--- config.mk ---
export PLATFORM = sky130hd
export DESIGN_NAME = ctrl_issue_flat
export DESIGN_NICKNAME = d
export VERILOG_FILES = /design/src/rtl/ctrl_pkg.sv /design/src/rtl/ctrl_issue_if.sv /design/src/rtl/inst_decode.sv /design/src/rtl/ctrl_issue.sv /design/src/flat_wrapper.sv
export SDC_FILE = /design/constraint.sdc
export NUM_CORES = 1
export LEC_CHECK = 0
export ABC_AREA = 1
export CAP_MARGIN = 5
export CORE_MARGIN = 1
export CORE_UTILIZATION = 52
export DETAILED_ROUTE_END_ITERATION = 8
export PLACE_DENSITY = 0.93
export SYNTH_ARGS = -nofsm -noshare
export SYNTH_HDL_FRONTEND = slang
export SYNTH_SLANG_ARGS = --single-unit
--- constraint.sdc ---
create_clock -name clk -period 2.85 [get_ports clk]
set_input_delay 0.285 -clock clk [delete_from_list [all_inputs] [get_ports clk]]
set_output_delay 0.285 -clock clk [all_outputs]
set_load 0.02 [all_outputs]
--- src/rtl/ctrl_pkg.sv ---
// Shared encodings for the control/issue unit: MIPS opcode/funct values,
// ALU_Control codes, the FSM state type and the decoded control bundle.
package ctrl_pkg;

   localparam logic [5:0] OP_RTYPE = 6'b000000;
   localparam logic [5:0] OP_LW    = 6'b100011;
   localparam logic [5:0] OP_SW    = 6'b101011;
   localparam logic [5:0] OP_ADDI  = 6'b001000;
   localparam logic [5:0] OP_SLTI  = 6'b001010;
   localparam logic [5:0] OP_BEQ   = 6'b000100;
   localparam logic [5:0] OP_J     = 6'b000010;

   localparam logic [5:0] FN_ADD = 6'b100000;
   localparam logic [5:0] FN_SUB = 6'b100010;
   localparam logic [5:0] FN_AND = 6'b100100;
   localparam logic [5:0] FN_OR  = 6'b100101;
   localparam logic [5:0] FN_NOR = 6'b100111;
   localparam logic [5:0] FN_SLT = 6'b101010;

   typedef enum logic [2:0] {
      ALU_AND = 3'b000,
      ALU_OR  = 3'b001,
      ALU_ADD = 3'b010,
      ALU_NOR = 3'b100,
      ALU_SUB = 3'b110,
      ALU_SLT = 3'b111
   } alu_op_t;

   typedef enum logic [1:0] {
      ST_FETCH,
      ST_EXEC,
      ST_MEM
   } state_t;

   // reg_write/branch/jump are "intent" bits; the FSM decides the cycle they fire.
   typedef struct packed {
      logic    mem_to_reg;
      logic    branch;
      logic    alu_src_b;
      logic    reg_write;
      logic    reg_dst;
      logic    jump;
      logic    is_load;
      logic    is_store;
      alu_op_t alu_ctrl;
   } ctrl_t;

endpackage

--- src/rtl/ctrl_issue_if.sv ---
// Instruction-fetch and data-memory handshake bundle of the control/issue unit.
// master = the issue unit, slave = instruction/data memory side.
interface ctrl_issue_if;
   logic [31:0] inst;
   logic        inst_valid;
   logic        inst_ready;
   logic        mem_r;
   logic        mem_w;
   logic        mem_ack;

   modport master (
      input  inst, inst_valid, mem_ack,
      output inst_ready, mem_r, mem_w
   );

   modport slave (
      output inst, inst_valid, mem_ack,
      input  inst_ready, mem_r, mem_w
   );
endinterface

--- src/rtl/inst_decode.sv ---
// Combinational MIPS decoder: opcode/funct to control bundle plus an illegal flag.
// Illegal encodings decode to an all-zero bundle, i.e. a NOP.
module inst_decode
   import ctrl_pkg::*;
(
   input  logic [5:0] op,
   input  logic [5:0] funct,
   output ctrl_t      ctrl,
   output logic       illegal
);

   // NOTE: every output gets a default before the case; a path that left one
   // unassigned would infer a latch.
   always_comb begin
      ctrl    = '0;
      illegal = 1'b0;
      case (op)
         OP_RTYPE: begin
            ctrl.reg_dst   = 1'b1;
            ctrl.reg_write = 1'b1;
            case (funct)
               FN_ADD:  ctrl.alu_ctrl = ALU_ADD;
               FN_SUB:  ctrl.alu_ctrl = ALU_SUB;
               FN_AND:  ctrl.alu_ctrl = ALU_AND;
               FN_OR:   ctrl.alu_ctrl = ALU_OR;
               FN_NOR:  ctrl.alu_ctrl = ALU_NOR;
               FN_SLT:  ctrl.alu_ctrl = ALU_SLT;
               default: begin
                  ctrl    = '0;
                  illegal = 1'b1;
               end
            endcase
         end
         OP_LW: begin
            ctrl.alu_src_b  = 1'b1;
            ctrl.alu_ctrl   = ALU_ADD;
            ctrl.mem_to_reg = 1'b1;
            ctrl.reg_write  = 1'b1;
            ctrl.is_load    = 1'b1;
         end
         OP_SW: begin
            ctrl.alu_src_b = 1'b1;
            ctrl.alu_ctrl  = ALU_ADD;
            ctrl.is_store  = 1'b1;
         end
         OP_ADDI: begin
            ctrl.alu_src_b = 1'b1;
            ctrl.reg_write = 1'b1;
            ctrl.alu_ctrl  = ALU_ADD;
         end
         OP_SLTI: begin
            ctrl.alu_src_b = 1'b1;
            ctrl.reg_write = 1'b1;
            ctrl.alu_ctrl  = ALU_SLT;
         end
         OP_BEQ: begin
            ctrl.branch   = 1'b1;
            ctrl.alu_ctrl = ALU_SUB;
         end
         OP_J: begin
            ctrl.jump     = 1'b1;
            ctrl.alu_ctrl = ALU_AND;
         end
         default: illegal = 1'b1;
      endcase
   end

endmodule

--- src/rtl/ctrl_issue.sv ---
// Multi-cycle control/issue unit for Data_path: FETCH -> EXEC [-> MEM] -> FETCH,
// with registered decode, memory timeout, sticky error and retired counter.
module ctrl_issue
   import ctrl_pkg::*;
#(
   parameter int MEM_TIMEOUT = 15,
   parameter int CNT_W       = 32
) (
   input  logic             clk,
   input  logic             rst,
   ctrl_issue_if.master     bus,
   output logic             MemtoReg,
   output logic             Branch,
   output logic             ALUSrc_B,
   output logic             RegWrite,
   output logic             RegDst,
   output logic             Jump,
   output logic [2:0]       ALU_Control,
   output logic [25:0]      inst_field,
   output logic             pc_en,
   output logic             err,
   output logic [CNT_W-1:0] retired
);

   localparam int TO_W = $clog2(MEM_TIMEOUT + 1);

   state_t            state_q, state_d;
   ctrl_t             dec_ctrl, ctrl_q;
   logic              dec_illegal;
   logic [25:0]       field_q;
   logic [TO_W-1:0]   to_cnt_q, to_cnt_d;
   logic              err_q;
   logic [CNT_W-1:0]  retired_q;
   logic              accept, set_err;
   logic              inst_ready_c, mem_r_c, mem_w_c;

   inst_decode u_decode (
      .op      (bus.inst[31:26]),
      .funct   (bus.inst[5:0]),
      .ctrl    (dec_ctrl),
      .illegal (dec_illegal)
   );

   always_comb begin
      state_d      = state_q;
      to_cnt_d     = to_cnt_q;
      inst_ready_c = 1'b0;
      mem_r_c      = 1'b0;
      mem_w_c      = 1'b0;
      pc_en        = 1'b0;
      RegWrite     = 1'b0;
      Branch       = 1'b0;
      Jump         = 1'b0;
      accept       = 1'b0;
      set_err      = 1'b0;
      case (state_q)
         ST_FETCH: begin
            inst_ready_c = 1'b1;
            if (bus.inst_valid) begin
               accept  = 1'b1;
               set_err = dec_illegal;
               state_d = ST_EXEC;
            end
         end
         ST_EXEC: begin
            if (ctrl_q.is_load || ctrl_q.is_store) begin
               mem_r_c  = ctrl_q.is_load;
               mem_w_c  = ctrl_q.is_store;
               to_cnt_d = '0;
               state_d  = ST_MEM;
            end else begin
               pc_en    = 1'b1;
               RegWrite = ctrl_q.reg_write;
               Branch   = ctrl_q.branch;
               Jump     = ctrl_q.jump;
               state_d  = ST_FETCH;
            end
         end
         ST_MEM: begin
            mem_r_c = ctrl_q.is_load;
            mem_w_c = ctrl_q.is_store;
            // An ack arriving on the timeout cycle still completes the access.
            if (bus.mem_ack) begin
               pc_en    = 1'b1;
               RegWrite = ctrl_q.reg_write;
               state_d  = ST_FETCH;
            end else if (to_cnt_q == TO_W'(MEM_TIMEOUT)) begin
               pc_en   = 1'b1;
               set_err = 1'b1;
               state_d = ST_FETCH;
            end else begin
               to_cnt_d = to_cnt_q + TO_W'(1);
            end
         end
         default: state_d = ST_FETCH;
      endcase
   end

   // NOTE: sequential state uses non-blocking assignments so every register
   // samples pre-edge values regardless of statement order.
   always_ff @(posedge clk) begin
      if (rst) begin
         state_q   <= ST_FETCH;
         ctrl_q    <= '0;
         field_q   <= '0;
         to_cnt_q  <= '0;
         err_q     <= 1'b0;
         retired_q <= '0;
      end else begin
         state_q  <= state_d;
         to_cnt_q <= to_cnt_d;
         if (accept) begin
            ctrl_q  <= dec_ctrl;
            field_q <= bus.inst[25:0];
         end
         if (set_err) err_q <= 1'b1;
         if (pc_en) retired_q <= retired_q + CNT_W'(1);
      end
   end

   assign bus.inst_ready = inst_ready_c;
   assign bus.mem_r      = mem_r_c;
   assign bus.mem_w      = mem_w_c;
   assign MemtoReg       = ctrl_q.mem_to_reg;
   assign ALUSrc_B       = ctrl_q.alu_src_b;
   assign RegDst         = ctrl_q.reg_dst;
   assign ALU_Control    = ctrl_q.alu_ctrl;
   assign inst_field     = field_q;
   assign err            = err_q;
   assign retired        = retired_q;

endmodule

--- src/flat_wrapper.sv ---
// flat-port wrapper written by rule: the top's interface ports become plain ports
module ctrl_issue_flat import ctrl_pkg::*;
#(
   parameter int MEM_TIMEOUT = 15,
   parameter int CNT_W       = 32
)
  (clk, rst, MemtoReg, Branch, ALUSrc_B, RegWrite, RegDst, Jump, ALU_Control, inst_field, pc_en, err, retired, bus_inst, bus_inst_valid, bus_mem_ack, bus_inst_ready, bus_mem_r, bus_mem_w);
  ctrl_issue_if bus_i ();
  input  logic clk;
  input  logic rst;
  output logic MemtoReg;
  output logic Branch;
  output logic ALUSrc_B;
  output logic RegWrite;
  output logic RegDst;
  output logic Jump;
  output logic [2:0] ALU_Control;
  output logic [25:0] inst_field;
  output logic pc_en;
  output logic err;
  output logic [CNT_W-1:0] retired;
  input wire logic [$bits(bus_i.inst)-1:0] bus_inst;
  input wire logic [$bits(bus_i.inst_valid)-1:0] bus_inst_valid;
  input wire logic [$bits(bus_i.mem_ack)-1:0] bus_mem_ack;
  output wire logic [$bits(bus_i.inst_ready)-1:0] bus_inst_ready;
  output wire logic [$bits(bus_i.mem_r)-1:0] bus_mem_r;
  output wire logic [$bits(bus_i.mem_w)-1:0] bus_mem_w;
  assign bus_i.inst = bus_inst;
  assign bus_i.inst_valid = bus_inst_valid;
  assign bus_i.mem_ack = bus_mem_ack;
  assign bus_inst_ready = bus_i.inst_ready;
  assign bus_mem_r = bus_i.mem_r;
  assign bus_mem_w = bus_i.mem_w;
  ctrl_issue #(.MEM_TIMEOUT(MEM_TIMEOUT), .CNT_W(CNT_W)) u_core (.clk(clk), .rst(rst), .bus(bus_i), .MemtoReg(MemtoReg), .Branch(Branch), .ALUSrc_B(ALUSrc_B), .RegWrite(RegWrite), .RegDst(RegDst), .Jump(Jump), .ALU_Control(ALU_Control), .inst_field(inst_field), .pc_en(pc_en), .err(err), .retired(retired));
endmodule
## Word-level counts from Yosys, hierarchy flattened

Cells that the tools add are included.

| storage, ports and cells | value |
|---|---|
| logic and storage cells | 90 |
| register bits | 76 |

| operators by class | value |
|---|---|
| equal/unequal tests | 20 |
| mux-type cells | 43 |
| add/sub/neg operators | 2 |
| reductions and logical operators | 11 |

Operators with widths:

| kind | count |
|---|---|
| $eq A6 B6 Y1 const B | 8 |
| $add A32 B1 Y32 const B | 1 |
| $pmux W1 S2 | 13 |
| $mux W1 | 18 |
| $pmux W3 S5 | 1 |
| $eq A6 B4 Y1 const B | 2 |
| $mux W4 | 3 |
| $pmux W3 S4 | 1 |
| $reduce_or A6 Y1 | 2 |
| $mux W2 | 4 |
| $pmux W4 S2 | 1 |
| $eq A6 B2 Y1 const B | 1 |
| $eq A6 B3 Y1 const B | 1 |
| $logic_not A6 Y1 | 1 |
| $ne A2 B2 Y1 const B | 3 |
| $pmux W2 S3 | 1 |
| $reduce_or A3 Y1 | 2 |
| $mux W5 | 1 |
| $add A4 B1 Y4 const B | 1 |
| $eq A4 B4 Y1 const B | 1 |
| $reduce_and A4 Y1 | 1 |
| $reduce_or A4 Y1 | 1 |
| $ne A3 B2 Y1 const B | 1 |
| $eq A2 B1 Y1 const B | 1 |
| other kinds (6) | 6 |

## Longest topological paths before layout

Gate-level depths: netlist (run 1).

| depth | value |
|---|---|
| depth after elaboration | 6 |
| mapped depth | 11 |

## By module

A second synthesis (run 1) with hierarchy kept.

| second synthesis, totals | value |
|---|---|
| cells, all modules | 612 |
| area, all modules | 3998.8 um^2 |

By module, submodules not included:

| module | cells each | area an instance (um^2) | instances |
|---|---|---|---|
| ctrl_issue | 547 | 3689.8 | 1 |
| inst_decode | 65 | 309.0 | 1 |

## Least setup slack after synthesis (run 1)

Ideal clock, no wire load.

| timing | value |
|---|---|
| path type | register to register |
| start | reg u_core.retired_q[1] (netlist: u_core.retired[1]) |
| end | reg u_core.retired_q[26] (netlist: u_core.retired[26]) |
| stages on the path, launching flop included | 11 |
| data arrival time | 1487 ps |
| clock period less this slack | 1600 ps |
| setup slack | 1250 ps |
| cells stage by stage | dfxtp_1 -> ha_1 -> nand2_1 -> nor2_1 -> nand3_1 -> nor2_4 -> inv_1 -> nor2_1 -> nand2_1 -> nand2_1 -> nor2_1 |

| on the way | value |
|---|---|
| word-level cells in the longest chain between the ends | 1 |

RTL lines:

| what | line | text |
|---|---|---|
| from (decl) | ctrl_issue.sv:33 | `logic [CNT_W-1:0] retired_q;` |
| from (signal assigned) | ctrl_issue.sv:117 | `if (pc_en) retired_q <= retired_q + CNT_W'(1);` |
| $add A32 B1 Y32 | ctrl_issue.sv:117 |  |

Every way passes these cells.
A chain may end at the register's enable or synchronous reset.

## Worst setup path in the final report (run 1)

| timing | value |
|---|---|
| start | reg u_core.state_q[0] |
| end | out pc_en |

| on the way | value |
|---|---|
| word-level cells in the longest chain between the ends | 2 |

RTL lines:

| what | line | text |
|---|---|---|
| from (decl) | ctrl_issue.sv:27 | `state_t state_q, state_d;` |
| from (signal assigned) | ctrl_issue.sv:110 | `state_q <= state_d;` |
| $eq A2 B2 Y1 / $eq A2 B1 Y1 (equally long branches) | ctrl_issue.sv:56 | `case (state_q)` |
| $pmux W1 S2 (*) | ctrl_issue.sv:56 |  |
| to (decl) | flat_wrapper.sv:19 | `output logic pc_en;` |

Mark *: on every way between the ends. The rest lies on a longest branch, timed or not.

==> results of run 1 <==
[final cells by class]
class / count / area (sq um)
clock inverters: 5 / 38.8
flip-flops and latches: 75 / 1500
repair buffers: 113 / 1120
well taps: 99 / 124
multi-input cells: 451 / 2060
fillers: 592 / 2040
clock buffers: 11 / 141
inverters: 62 / 233
[cells in the mapped netlist, types with 3 or more instances]
cell / number
nand3_1: 35
nor2_1: 138
nand2_2: 3
ha_1: 5
inv_1: 60
clkbuf_1: 12
a31oi_1: 3
nand4_1: 11
nor2_2: 10
dfxtp_1: 75
o21ai_0: 45
xor2_1: 7
nand2_1: 145
a21oi_1: 29
buf_4: 5
[cell families (layout without fill, tap and decap cells)]
logic type / after synthesis / count (layout) / share of synthesized area [%]
AOI/OAI and AO/OA: 84 / 84 / 11.4
xor gates and xnor gates: 8 / 8 / 1.80
adders and majority gates: 5 / 5 / 1.61
buffers and inverters: 83 / 191 / 8.73
DFF: 75 / 75 / 38.5
and+or+nand+nor: 354 / 354 / 38.0
[power breakdown]
group	total (uW)	leakage, uW	internal (uW)	switching (uW)
sequential	1150	0.000613	1110	40.4
clock	758	0.0000895	343	415
combinational	511	0.00127	218	293
total	2420	0.00198	1680	748
[path summary, 6_finish.rpt]
| kind | end | cells after the start |
|---|---|---|
| min | u_core.inst_field[8]$_SDFFE_PP0P_ | 2 |
| max reg2reg | u_core.retired[21]$_SDFFE_PP0P_ | 8 |
| max | pc_en | 7 |
| min reg2reg | u_core.inst_field[8]$_SDFFE_PP0P_ | 2 |
[worst register-to-register path: stages (launching register included)]
cell	delay (ns)
dfxtp_1	0.37
inv_1	0.08
ha_1	0.28
nand4_1	0.13
nand3_1	0.11
nand2_1	0.51
buf_4	0.26
nand2_1	0.05
a21oi_1	0.14
[sequential cells by signal, summed over array words and instances (netlist names), 2 cells and up]
register	cells
u_core.to_cnt_q	4
u_core.ALU_Control	3
u_core.inst_field	26
u_core.retired	32
u_core.state_q	2
u_core.ctrl_q	5
[layer usage]
layer | up-vias | routed length [um] | track usage (%)
met5 | - | 0 | 0
li1 | 2138 | - | -
met3 | 38 | 1110 | 8.96
met1 | 1939 | 3950 | 32.6
met4 | 0 | 367 | 16.3
met2 | 208 | 5240 | 52.4
[metrics by stage]
stage          setup WS (ns)  utilization (%)  hold slack, ns  total power, uW  instance area [sq um]
6_report               0.474             71.8           0.484             2420                   5210
5_1_grt                0.331             71.8           0.512             2540                   5210
4_1_cts                0.460             71.8           0.485             2430                   5210
3_5_place_dp           0.778             69.3           0.475             1690                   5030
3_3_place_gp           0.798             69.3           0.461             1670                   5030
2_1_floorplan           1.25                -           0.354             1460                   3900
==> results.md, run 1 <==
* Vias in the first global route at 4195
* Cts hold-fix bufs at 0
* Post-DR vias/cell at 5.30
* EDFF count, synth at 0
* Clock root buffer: clkbuf_8
* Core region area at 7250 sq um
* Leakage power at 0.00198 uW
* Initial antenna violation count at 0
* Inserted Diodes at 0
* Mapped Cells at 609
* Max_slew headroom at 56.5%
* DP HPWL at 7.88 mm
* Initial Utilization at 53.7%
* Yosys warns at 0
* Critical path class: reg -> out
* Worst skew pair latency at ~0.36 ns
* Crit start category: register
* Slew Limit Fails at 0
* #FFs+latches synth at 75
* Arrival @ worst endpoint at 2.09 ns
* Largest fanout on the critical path at 7
* Vias at roughly 4300
* Layout cells sized above 1 at 5.58%
* Syn_nets at 650
* Worst slew pin tran at roughly 0.65 ns
* Delay-heaviest family, CP: buffers and inverters
* Largest net degree at the start of global routing at 35
* Hold Crit Class: reg -> reg
* Largest cells by area after synthesis: dfxtp_1 (39%), nand2_1 (14%), nor2_1 (13%)
* Crit path time final at 2.38 ns
* Post-route ant nets at 0
* DIE HEIGHT at 88.6 um
* CP Capture Type: primary output
* Clock sinks at 75
* Ys flop type: dfxtp_1
* Cell taking the most area after synthesis: dfxtp_1
* Status: complete, no violations
* Most frequent cells in the layout: nand2_1 (145), nor2_1 (138), clkdlybuf4s50_1 (107), dfxtp_1 (75), inv_1 (60)
* Placed instance count at 800
* CP max stage delay at between 0.6 and 0.7 ns
* Unique masters post-synth at 33
* Worst vdd ir at 327 uV
* Clock Pin Slew Worst Setup and Hold Paths at approximately 0.080 ns
* CTS buffer count at 9
* Yosys top cell area share at 38.5%
* Most common cell after layout, fill and taps aside: nand2_1
* Crit path max-delay cell type: clkdlybuf4s50_1
* Die width at 88.6 um
* Max Freq at 421 MHz
* Fin. Hold Viols at 0
* Initial DRT Pass Iterations at 5
* Power Dens Cells at 465 nW/um^2
* Synth async-reset ratio at 0%
* CTS H-tree depth at 3
* Worst Min Path Start: u_core.inst_field[8]$_SDFFE_PP0P_
* All-layer global routing usage at 30.0%
* Total die area at between 7000 and 8000 sq um
* Global-route wire length before repair at 18.2 mm
* GRT overflow at 0
* # nets final at 753
* RSZ-0062 raised after global routing: no
* Area growth from synthesis to layout at 33.7%
* Post-synthesis sequential area ratio at between 30 and 40%
* Final setup viols at 0
* Drt wl/cell at approximately 13 um
* Final std cells w/o fill at 816
* CTS tree: done
* Post-Syn Area at 3900 sq um
* Final period util at 83.4%
* I/O pin cnt at ~110
* Worst Path Buf+Inv at 3
* DRC viols at 0
* Clk buf depth at 2
* Sum Neg Setup Slack at 0 ns
* Buffers on Ports at between 100 and 150
* R2R Path Start: u_core.state_q[0]$_SDFFE_PP0P_
* Clock Skew at 0.00702 ns
* Setup repair bufs after CTS at 0
* Post_cts resized at 0
* Required time of the critical path at 2.57 ns
* Routed wire length at between 10 and 15 mm
* Internal reg-to-reg setup slack at 0.86 ns
* DR iter-0 viols at 263
* # Max-Cap Violations at 0
* Critical Path, Cell by Cell: inv_1 -> ha_1 -> inv_2 -> nor2_2 -> nor2_2 -> nor2_4 -> clkdlybuf4s50_1
* Crit. Startpoint: u_core.state_q[0]$_SDFFE_PP0P_
* Syn_area_per_cell at about 6.4 sq um
* Row Count at 31
* CP dominant cell by count: nor2_2
* GPL Wtd Cong at 0.906
Power figures use the tool's default switching activity.
==> run 2, diff against run 1 <==
- CORE_UTILIZATION: 52 -> 44
- PLACE_DENSITY: 0.93 -> 0.84
- clock period: 2.85 -> 2.05 ns (I/O delays scaled with it)
==> run 2 against run 1 <==
  * Clock power increased by 37%
  * Register-to-register slack got worse by 0.61 ns
  * Worst hold slack got worse by 0.061 ns
  * Die area increased by 18%
  * Power increased by 39%
  * Combinational power increased by 39%
  * Flip-flop and latch count unchanged
  * Core utilization decreased by 9.4 points
  * First-iteration DRC count decreased by 41%
  * Critical path type unchanged
  * Critical endpoint is now RegWrite
  * Largest cell class unchanged
  * Highest routed layer unchanged
==> results.md, run 2 (same netlist as run 1, synthesis figures left out) <==
* Status: complete, no violations
* Initial antenna violation count at 0
* Inserted Diodes at 0
* Sum Neg Setup Slack at 0 ns
* Max Freq at 520 MHz
* GPL Wtd Cong at 0.916
* R2R Path Start: u_core.state_q[1]$_SDFFE_PP0P_
* Internal reg-to-reg setup slack at 0.25 ns
* Worst skew pair latency at 0.36 ns
* Power Dens Cells at between 600 and 700 nW/um^2
* Worst vdd ir at 431 uV
* Post-DR vias/cell at 5.12
* Clk buf depth at 2
* Initial DRT Pass Iterations at 5
* Leakage power at 0.00200 uW
* Worst slew pin tran at 0.498 ns
* # Max-Cap Violations at 0
* All-layer global routing usage at 25.1%
* Delay-heaviest family, CP: buffers and inverters
* DRC viols at 0
* Crit path depth at 7
* CP max stage delay at approximately 0.33 ns
* Final worst slack at 0.128 ns
* R2R cell count at 8
* Worst Path Buf+Inv at 2
* CP dominant cell by count: nand2_1
* Clock Skew at 0.0161 ns
* Critical path class: reg -> out
* Area growth from synthesis to layout at 34.3%
* Total die area at 9240 sq um
* WHS Path Cells at 3
* Routed wire length at 10.6 mm
* Setup repair bufs after CTS at 0
* Setup WS pre-CTS at roughly 0.048 ns
* Buffers on Ports at between 100 and 150
* Most common cell after layout, fill and taps aside: nand2_1
* Seq. cell area at 1500 sq um
* Die width at just under 100 um
* Vias at 4221
* Global-route wire length before repair at 17.8 mm
* # nets final at between 700 and 800
* Largest net degree at the start of global routing at 44
* Largest register FFs at 32
* Post-route ant nets at 0
* Worst reg2reg endpoint: u_core.retired[24]$_SDFFE_PP0P_
* Crit path time final at 1.92 ns
* DP HPWL at 8.12 mm
* DIE HEIGHT at just under 100 um
* Crit path max-delay cell type: dfxtp_1
* DR iter-0 viols at 155
* Filler cells at 762
* CP Capture Type: primary output
* GRT overflow at 0
* Critical Path, Cell by Cell: inv_1 -> ha_2 -> nand2_1 -> nand2_1 -> nand2_1 -> nor2_1 -> clkdlybuf4s15_1
* Clock root buffer: clkbuf_8
* Initial Utilization at a little under half
* Arrival @ worst endpoint at 1.72 ns
* Max_slew headroom at around two thirds
* Core region area at about 8400 sq um
* Required time of the critical path at 1.85 ns
* Drt wl/cell at 12.9 um
* Multi-input gate area at 2060 sq um
* Layout cells sized above 1 at 6.25%
* Final period util at 93.8%
* WHS Endpoint: u_core.inst_field[5]$_SDFFE_PP0P_
* Crit start category: register
* Fin. Hold Viols at 0
* Worst Min Path Start: bus_inst[5]
* CTS tree: done
* Cts hold-fix bufs at 0
* Clock Pin Slew Worst Setup and Hold Paths at 0.09 ns
* CTS buffer count at 9
* Vias in the first global route at slightly above 4000
* Most frequent cells in the layout: nand2_1 (145), nor2_1 (138), clkdlybuf4s50_1 (101), dfxtp_1 (75), inv_1 (60)
* Clock sinks at 75
* Final setup viols at 0
* I/O pin cnt at 108
* Row Count at 33
* Pwr Total at between 3000 and 4000 uW
* Hold Crit Class: in -> reg
* RSZ-0062 raised after global routing: no
* Slew Limit Fails at 0
* Largest fanout on the critical path at 7
* CTS H-tree depth at 3
* Post-layout util at 62.4%
-- run 2: changes by cell type in the layout (fill, tap and decap cells not counted), moves of 2 or more --
cell / delta
clkinvlp_4: +2
buf_4: +2
clkdlybuf4s50_1: -6
clkinv_4: -3
dlygate4sd2_1: +4
-- run 2: metal layers --
layer  part of all wire, %  vias up  wire, um  GRT usage (%)
li1                      -     2138         -              -
met1                    41     1889      4350           27.9
met2                    47      169      5040           43.8
met3                   9.6       25      1020           8.14
met4                   2.2        0       236           10.3
met5                     0        -         0              0
-- run 2: worst min-delay path, cell delays in order --
cell             delay, ns
clkdlybuf4s50_1       0.40
inv_1                 0.08
a21oi_1               0.06
-- run 2: timing repair --
action / in CTS / in global routing
resized for setup: 7 / 3
setup endpoints to repair: 6 / 2
pin swaps: 0 / 0
-- run 2: layout make-up --
| class | instances | area share (%) |
|---|---|---|
| multi-input cells | 451 | 39.3 |
| well taps | 105 | 2.51 |
| repair buffers | 116 | 21.8 |
| flip-flops and latches | 75 | 28.7 |
| clock inverters | 6 | 0.789 |
| inverters | 62 | 4.45 |
| clock buffers | 10 | 2.44 |
-- run 2: report_power, final --
part,switching (uW),internal (uW),total [uW],leakage [uW]
sequential,56.0,1550,1610,0.000613
clock,601,440,1040,0.0000787
combinational,402,311,712,0.00131
total,1060,2300,3360,0.00200
-- run 2: per-stage QoR --
step           instances  cell area, sq um  hold slack, ns
6_report             825              5230           0.422
5_1_grt              825              5230           0.418
4_1_cts              825              5240           0.411
3_5_place_dp         809              5070           0.474
3_3_place_gp         809              5070           0.462
2_1_floorplan        609              3900           0.274
-- run 2: how the worst max path moves through the flow --
stage,slack [ns],from,end
3_3_place_gp,0.12,bus_mem_ack,pc_en
2_1_floorplan,0.45,u_core.retired[1]$_SDFFE_PP0P_,u_core.retired[26]$_SDFFE_PP0P_
3_5_place_dp,0.05,u_core.state_q[0]$_SDFFE_PP0P_,pc_en
6_report,0.13,u_core.state_q[0]$_SDFFE_PP0P_,RegWrite
4_1_cts,0.01,u_core.to_cnt_q[0]$_SDFFE_PP0P_,pc_en
5_1_grt,0.01,u_core.state_q[0]$_SDFFE_PP0P_,RegWrite
